[config.mk]
export PLATFORM = sky130hd
export DESIGN_NAME = sram_word_controller
export DESIGN_NICKNAME = d
export VERILOG_FILES = /design/src/rtl/sram_word_controller.sv
export SDC_FILE = /design/constraint.sdc
export NUM_CORES = 1
export LEC_CHECK = 0
export ABC_AREA = 1
export CAP_MARGIN = 10
export CELL_PAD_IN_SITES_DETAIL_PLACEMENT = 1
export CELL_PAD_IN_SITES_GLOBAL_PLACEMENT = 1
export CORE_MARGIN = 5
export CORE_UTILIZATION = 34
export CTS_BUF_LIST = sky130_fd_sc_hd__clkbuf_4
export CTS_CLUSTER_DIAMETER = 200
export DETAILED_ROUTE_END_ITERATION = 8
export PLACE_DENSITY = 0.9
export SETUP_SLACK_MARGIN = 0.4
export SLEW_MARGIN = 10
export SYNTH_ARGS = -nofsm -noshare
export SYNTH_HDL_FRONTEND = slang
export SYNTH_SLANG_ARGS = --single-unit
[constraint.sdc]
create_clock -name clk_sys -period 2.7 [get_ports clk_sys]
set_input_delay 0.54 -clock clk_sys [delete_from_list [all_inputs] [get_ports clk_sys]]
set_output_delay 0.54 -clock clk_sys [all_outputs]
set_load 0.02 [all_outputs]
[src/rtl/sram_word_controller.sv]
// Single-word read/write engine between the bridge stream splitter and the
// board's asynchronous 16-bit SRAM. One request at a time; a write with a
// simultaneous read runs the write first and chains the read without an
// idle cycle. Every SRAM-facing output is registered.
module sram_word_controller #(
  parameter int ADDR_WIDTH = 17,
  parameter int READ_WAIT  = 3,
  parameter int WRITE_WAIT = 2
) (
  input  logic                  clk_sys,
  input  logic                  reset,
  input  logic                  word_rd,
  input  logic                  word_wr,
  input  logic [25:0]           word_addr,
  input  logic [15:0]           word_data,
  output logic [15:0]           word_q,
  output logic                  word_busy,
  output logic [ADDR_WIDTH-1:0] sram_a,
  output logic [15:0]           sram_dq_o,
  output logic                  sram_dq_oe,
  input  logic [15:0]           sram_dq_i,
  output logic                  sram_oe_n,
  output logic                  sram_we_n,
  output logic                  sram_ub_n,
  output logic                  sram_lb_n
);

  typedef enum logic [2:0] {IDLE, RD_WAIT, WR_SETUP, WR_PULSE, WR_HOLD} state_t;

  localparam logic [2:0] RD_CNT = 3'(READ_WAIT - 1);
  localparam logic [2:0] WR_CNT = 3'(WRITE_WAIT - 1);

  state_t                state, state_nxt;
  logic [2:0]            cnt, cnt_nxt;
  logic                  pend_rd, pend_nxt;
  logic [ADDR_WIDTH-1:0] rd_addr, rd_addr_nxt;
  logic [15:0]           q_nxt, dq_o_nxt;
  logic [ADDR_WIDTH-1:0] a_nxt;
  logic                  dq_oe_nxt, oe_n_nxt, we_n_nxt, byte_n_nxt;

  // Byte 0 selects within the word; bits above the SRAM are dropped (wrap).
  logic [ADDR_WIDTH-1:0] req_addr;
  assign req_addr = word_addr[ADDR_WIDTH:1];
  logic unused_addr_bits;
  assign unused_addr_bits = ^{word_addr[0], word_addr[25:ADDR_WIDTH+1]};

  // Busy is combinational so the requester sees it in the request cycle.
  assign word_busy = (state != IDLE) | word_rd | word_wr;

  // Next-state and next-output computation for the access sequencer.
  always_comb begin
    state_nxt   = state;
    cnt_nxt     = cnt;
    pend_nxt    = pend_rd;
    rd_addr_nxt = rd_addr;
    q_nxt       = word_q;
    a_nxt       = sram_a;
    dq_o_nxt    = sram_dq_o;
    dq_oe_nxt   = sram_dq_oe;
    oe_n_nxt    = sram_oe_n;
    we_n_nxt    = sram_we_n;
    byte_n_nxt  = sram_ub_n;
    case (state)
      IDLE: begin
        if (word_wr) begin
          a_nxt       = req_addr;
          dq_o_nxt    = word_data;
          dq_oe_nxt   = 1'b1;
          byte_n_nxt  = 1'b0;
          pend_nxt    = word_rd;
          rd_addr_nxt = req_addr;
          state_nxt   = WR_SETUP;
        end else if (word_rd) begin
          a_nxt      = req_addr;
          oe_n_nxt   = 1'b0;
          byte_n_nxt = 1'b0;
          dq_oe_nxt  = 1'b0;
          cnt_nxt    = RD_CNT;
          state_nxt  = RD_WAIT;
        end
      end
      RD_WAIT: begin
        if (cnt != 3'd0) begin
          cnt_nxt = cnt - 3'd1;
        end else begin
          q_nxt      = sram_dq_i;
          oe_n_nxt   = 1'b1;
          byte_n_nxt = 1'b1;
          state_nxt  = IDLE;
        end
      end
      WR_SETUP: begin
        we_n_nxt  = 1'b0;
        cnt_nxt   = WR_CNT;
        state_nxt = WR_PULSE;
      end
      WR_PULSE: begin
        if (cnt != 3'd0) begin
          cnt_nxt = cnt - 3'd1;
        end else begin
          we_n_nxt  = 1'b1;
          state_nxt = WR_HOLD;
        end
      end
      WR_HOLD: begin
        dq_oe_nxt = 1'b0;
        if (pend_rd) begin
          // Chained read: strobes stay enabled, bus already released here.
          a_nxt     = rd_addr;
          oe_n_nxt  = 1'b0;
          cnt_nxt   = RD_CNT;
          pend_nxt  = 1'b0;
          state_nxt = RD_WAIT;
        end else begin
          byte_n_nxt = 1'b1;
          state_nxt  = IDLE;
        end
      end
      default: state_nxt = IDLE;
    endcase
  end

  // State and registered SRAM-side outputs; reset aborts any access.
  always_ff @(posedge clk_sys) begin
    if (reset) begin
      state      <= IDLE;
      cnt        <= 3'd0;
      pend_rd    <= 1'b0;
      rd_addr    <= '0;
      word_q     <= 16'h0;
      sram_a     <= '0;
      sram_dq_o  <= 16'h0;
      sram_dq_oe <= 1'b0;
      sram_oe_n  <= 1'b1;
      sram_we_n  <= 1'b1;
      sram_ub_n  <= 1'b1;
      sram_lb_n  <= 1'b1;
    end else begin
      state      <= state_nxt;
      cnt        <= cnt_nxt;
      pend_rd    <= pend_nxt;
      rd_addr    <= rd_addr_nxt;
      word_q     <= q_nxt;
      sram_a     <= a_nxt;
      sram_dq_o  <= dq_o_nxt;
      sram_dq_oe <= dq_oe_nxt;
      sram_oe_n  <= oe_n_nxt;
      sram_we_n  <= we_n_nxt;
      sram_ub_n  <= byte_n_nxt;
      sram_lb_n  <= byte_n_nxt;
    end
  end

endmodule

==> out/results.ini, run 1 <==
[route]
ant_nets=0
first_pass_iters=4
drt_iter0_markers=93
vias=3124
drc_errors=0
vias_per_cell=4.94
wl_per_cell_um=15.0
drt_wl_total_um=9500

[logic_synthesis]
synth.largest_area_cell=dfxtp_1
synth_edf_count=0
ys_async_sr_fraction=0
synth_top_cell_area_share=0.488
syn_avg_cell_area_um2=7.54
synth_area_um2=3160
netlist_top_cells_count=dfxtp_1 (77), nand2_1 (66), nor2_1 (65)
syn_inst=419
ys.flop_type=dfxtp_1
synthTopCellsByArea=dfxtp_1 (49%), o21ai_0 (8.1%), nand2_1 (7.8%)
ys_ff_latch=77
ys_warn_count=0
yosysSeqAreaShare=0.488
yosysMostFrequentCell=dfxtp_1
synthesis.nets=483
synth_cell_types=25

[power_and_ir_drop]
p_leak_uw=0.00174
pwr-share-comb=0.396
pwr-share-clk=0.172
peakVddDrop_v=0.000271
intPower_uw=2130
p_per_area_nw_per_um2=789
swShare=0.382
p_switching_uw=1320
sequentialPowerShare=0.432

[timing]
period_minus_slack_ns=2.22
relSlewSlack=0.545
setup_viol=0
finalClockSkew_ns=0.00843
setup_tns_ns=0
hold_viol=0
rsz0062_at_grt=false
layout_setup_ws_ns=0.482
period_share=0.821
slew_violations=0
fmax_ghz=0.451
tightest_slew_ns=0.681

[flow_run]
maxCapViolCount=0

[worst_setup_path]
crit_arrival_ns=1.68
startpoint_type=primary input
end_kind=output pin
worstPathMaxFanout=3
crit_required_ns=2.16
critical_path_class=primary input to output pin

[final_layout]
area_delta_synth_final_pct=38.5
drive_gt1_frac=0.0635
layout.nets=579
nFillCells=1129
multi_input_area_um2=1340
seq_area_um2=1540

[clock_network]
cts_max_path_buffers=2
cts_tree=built
cts_hold_buf=0
insertion_delay_ns=0.42
clk_pin_slew_ns=0.12
clock_sinks=77
cts-buffers-inserted=9
cts-root-buf=clkbuf_4
cts_max_level=3

[global_routing]
grt_pass1_vias=3306
grt.overflow.total=0
grt_max_degree=58
antenna_found_initial=1
grtUsageTotal=0.172
grt_pass1_wl_um=15700

[floorplanning]
die-area_um2=11300
die_h_um=106
rows=35
core_um2=9150
die_w_um=106
io_pins=117
initial_core_util=0.345

[placement]
gp_congestion=0.821
io_buffers=107
dp.final_hpwl_um=7010
preCtsSetupSlack_ns=0.176

[min_path]
hold_path.class=register to register

[status]
outcome=finished clean

[registers in the layout, indices dropped and copies added, names as in the netlist]
register    flops
rd_addr        17
sram_a         17
sram_dq_o      16
word_q         16
cnt             3
state           3
pend_rd         1
sram_dq_oe      1
sram_lb_n       1
sram_oe_n       1
sram_we_n       1
[cell families after synthesis]
family / Yosys count / synth area share
AND/OR/NAND/NOR: 155 / 0.212
AO/OA/AOI/OAI: 123 / 0.203
flip-flops: 77 / 0.488
buffers and inverters: 62 / 0.0895
adder cells (fa/ha/maj): 2 / 0.00792
[cell type report]
type / instances / area share
Sequential cell: 77 / 0.352
Multi-Input combinational cell: 280 / 0.305
Timing Repair Buffer: 113 / 0.255
Tap cell: 111 / 0.0317
Inverter: 34 / 0.0292
Clock buffer: 10 / 0.0172
Clock inverter: 6 / 0.00915
Antenna cell: 1 / 0.000572
[what timing repair did]
item,CTS,global route
setup endpoints to repair,1,1
endpoints found under the hold margin,0,0
gates resized for setup,1,1
buffers inserted,0,0
[metal layers]
layer,share of wire,GRT usage
met1,0.43,0.201
met2,0.50,0.300
met5,0,0
met4,0.026,0.0731
met3,0.045,0.0395
[stage by stage]
stage	std cells	hold slack [ns]	total power, uW	util	cell area (um2)
final	632	0.459	3460	0.478	4380
after global routing	632	0.477	3700	0.478	4380
after CTS	631	0.462	3510	0.478	4370
after detailed placement	615	0.444	2900	0.465	4260
after global placement	615	0.434	2820	0.465	4260
after floorplan	419	0.425	2320	-	3160
[layout by cell type, fill, tap and decap left out, drive strengths merged]
cell type,instances
dfxtp,77
nand2,68
a21oi,34
nand3,15
nand3b,1
clkdlybuf4s15,1
nor3,2
inv,34
a31oi,18
clkinv,4
buf,6
clkdlybuf4s50,106
nand4,2
diode,1
clkbuf,10
nor2,67
o21ai,70
ha,2
o211ai,1
clkinvlp,2
[power by group through the flow]
stage	Clock [uW]	Sequential, uW	Combinational (uW)
floorplan	0	1680	639
global placement	0	1500	1320
detailed placement	0	1520	1380
CTS	625	1490	1390
global route	670	1520	1510
finish	595	1490	1370
[worst max-delay path, cell delays in order]
cell             delay (ns)
clkdlybuf4s50_1        0.45
inv_1                  0.12
nand4_1                0.22
clkdlybuf4s15_1        0.35
[path summary, 6_finish.rpt]
path | slack (ns) | startpoint | cells after the start | endpoint
worst min register to register | 0.46 | rd_addr[4] | 2 | rd_addr[4]
worst max register to register | 0.61 | state[0] | 6 | sram_a[4]
worst max-delay path | 0.48 | word_rd | 4 | word_busy
worst min-delay path | 0.46 | rd_addr[4] | 2 | rd_addr[4]
No activity file was read; power rests on OpenSTA's default activity.
==> run 2, diff against run 1 <==
Settings changed: CORE_UTILIZATION 34 to 32, PLACE_DENSITY 0.9 to 0.86.
Clock period 2.7 ns to 2.2 ns, I/O delays scaled along.
==> run 2 against run 1 <==
Net effect:
- die area is 5.7% higher
- worst hold slack hardly changed
- wire length is 7.2% higher
- register-to-register slack worse by 0.09 ns
- flip-flop and latch count stayed put
- setup slack worse by 0.16 ns
- clock power is 40% higher
- largest cell class unchanged
- highest routed layer unchanged
==> out/results.ini, run 2 (same netlist as run 1, synthesis figures left out) <==
[global_routing]
grt_pass1_wl_um=16100  ; +2.2%
grtUsageTotal=0.172  ; +0.000388
grt_pass1_vias=3315  ; +0.27%
antenna_found_initial=1  ; unchanged
grt.overflow.total=0  ; unchanged
grt_max_degree=38  ; -34%

[floorplanning]
core_um2=9680  ; +5.8%
die-area_um2=12000  ; +5.7%
die_w_um=109  ; +2.8%
rows=36  ; +2.9%
initial_core_util=0.326  ; -0.0190
die_h_um=109  ; +2.8%
io_pins=117  ; unchanged

[timing]
finalClockSkew_ns=0.0193  ; +0.0108 ns
fmax_ghz=0.532
slew_violations=0  ; unchanged
period_minus_slack_ns=1.88
tightest_slew_ns=0.362  ; -0.319 ns
setup_viol=0  ; unchanged
holdWs_ns=0.459  ; +0.000116 ns
layout_setup_ws_ns=0.319  ; -0.163 ns
rsz0062_at_grt=true
relSlewSlack=0.759  ; +0.214
period_share=0.855
setup_tns_ns=0  ; unchanged
hold_viol=0  ; unchanged

[placement]
preCtsSetupSlack_ns=-0.0723  ; -0.249 ns
gp_congestion=0.863  ; +5.1%
dp.final_hpwl_um=7420  ; +5.8%
io_buffers=107  ; unchanged

[final_layout]
area_delta_synth_final_pct=41.1
seq_area_um2=1550  ; +0.41%
multi_input_area_um2=1360  ; +1.6%
drive_gt1_frac=0.0871  ; +0.0237
nFillCells=1234  ; +9.3%
top_regs=rd_addr: 17 flops, sram_a: 17 flops
layout.nets=588  ; +1.6%
mostFrequentLayoutCells=dfxtp_1 (74), nand2_1 (66), nor2_1 (65)
layout_commonest_cell=dfxtp_1

[clock_network]
cts-root-buf=clkbuf_4
insertion_delay_ns=0.42  ; about the same
cts_tree=built
clock_sinks=77  ; unchanged
cts_max_level=3  ; unchanged
clk_pin_slew_ns=0.12  ; about the same
cts_max_path_buffers=2  ; unchanged
cts-buffers-inserted=9  ; unchanged

[min_path]
whs_path_depth=2  ; unchanged
hold_start=rd_addr[7]
hold_path_end=rd_addr[7]
hold_path.class=register to register

[worst_setup_path]
r2r-end=sram_a[14]
cp_slowest_stage_delay_ns=0.39  ; -0.06 ns
crit_arrival_ns=1.44  ; -0.24 ns
critical_path_class=register to output pin
path_cells=nor2_8 -> nand4_1 -> buf_4
cpMaxStageDelayCell=dfxtp_4
startpoint_type=register
r2r_start=state[1]
r2r_slack_ns=0.52  ; -0.09 ns
worstPathMaxFanout=4  ; +1
crit_required_ns=1.76  ; -0.40 ns
rr_worst_depth=7  ; +1
end_kind=output pin

[route]
vias=3213  ; +2.8%
first_pass_iters=4  ; unchanged
vias_per_cell=4.85  ; -1.8%
drt_wl_total_um=10200  ; +7.2%
drc_errors=0  ; unchanged
ant_nets=0  ; unchanged
wl_per_cell_um=15.4  ; +2.4%
drt_iter0_markers=168  ; +81%

[power_and_ir_drop]
p_per_area_nw_per_um2=961  ; +22%
p_leak_uw=0.00202  ; +16%
peakVddDrop_v=0.000326  ; +20%
fin_total_pwr_uw=4280  ; +24%

[flow_run]
maxCapViolCount=0  ; unchanged

[status]
outcome=finished clean

run 2: cell count changes in the layout (fill, tap and decap cells not counted), moves of 2 or more:
cell | previous run | this run
dfxtp_1 | 77 | 74
buf_4 | 6 | 14
clkdlybuf4s50_1 | 106 | 52
dfxtp_2 | 0 | 2
dlygate4sd2_1 | 0 | 54
clkinv_2 | 0 | 3
clkinvlp_4 | 2 | 0
run 2: per-layer routing:
metal,vias up,wire length [um],GRT usage
li1,1591,-,-
met1,1517,4320,0.197
met2,82,5070,0.301
met3,23,485,0.0364
met4,0,312,0.0882
met5,-,0,0
run 2: metrics by stage:
stage | std cells | cell area [um2] | utilization
after global placement | 642 | 4340 | 0.448
after floorplan | 419 | 3160 | -
after global routing | 662 | 4460 | 0.460
after detailed placement | 642 | 4340 | 0.448
final | 662 | 4460 | 0.460
after CTS | 660 | 4440 | 0.458
run 2: where the power goes:
part / internal [uW] / switching [uW]
clock: 348 / 485
sequential: 1670 / 155
combinational: 620 / 1000
total: 2640 / 1640
run 2: cell type report:
cell class,instances,share of cell area
timing repair buffer,122,0.253
multi-input combinational,280,0.304
clock buffer,10,0.0168
tap,133,0.0373
sequential,77,0.347
antenna,1,0.000561
inverter,34,0.0289
clock inverter,5,0.0118
run 2: worst max path at each step:
| stage | slack (ns) | endpoint | cells past startpoint | start |
|---|---|---|---|---|
| after global routing | 0.27 | word_busy | 3 | state[1] |
| after detailed placement | -0.07 | word_busy | 4 | word_rd |
| final | 0.32 | word_busy | 3 | state[1] |
| after floorplan | 0.84 | word_busy | 3 | state[0] |
| after global placement | -0.05 | word_busy | 4 | word_wr |
| after CTS | 0.30 | word_busy | 3 | state[1] |
run 2: repair_timing:
item | CTS | global route
hold buffers | 0 | 0
pin swaps | 2 | 1
resized for setup | 64 | 4
setup buffers | 3 | 1
endpoints found under the setup margin | 62 | 9
run 2: worst max-delay path: cells and delay by family (launching register included):
| family | cells | cell delay, ns |
|---|---|---|
| AND/OR/NAND/NOR | 2 | 0.37 |
| buffers and inverters | 1 | 0.26 |
| flip-flops | 1 | 0.39 |
==> run 3, diff against run 2 <==
Settings changed: CAP_MARGIN 10 to default.
==> results of run 3 <==
No change in the layout: final DEF, timing and power equal those of run 2.
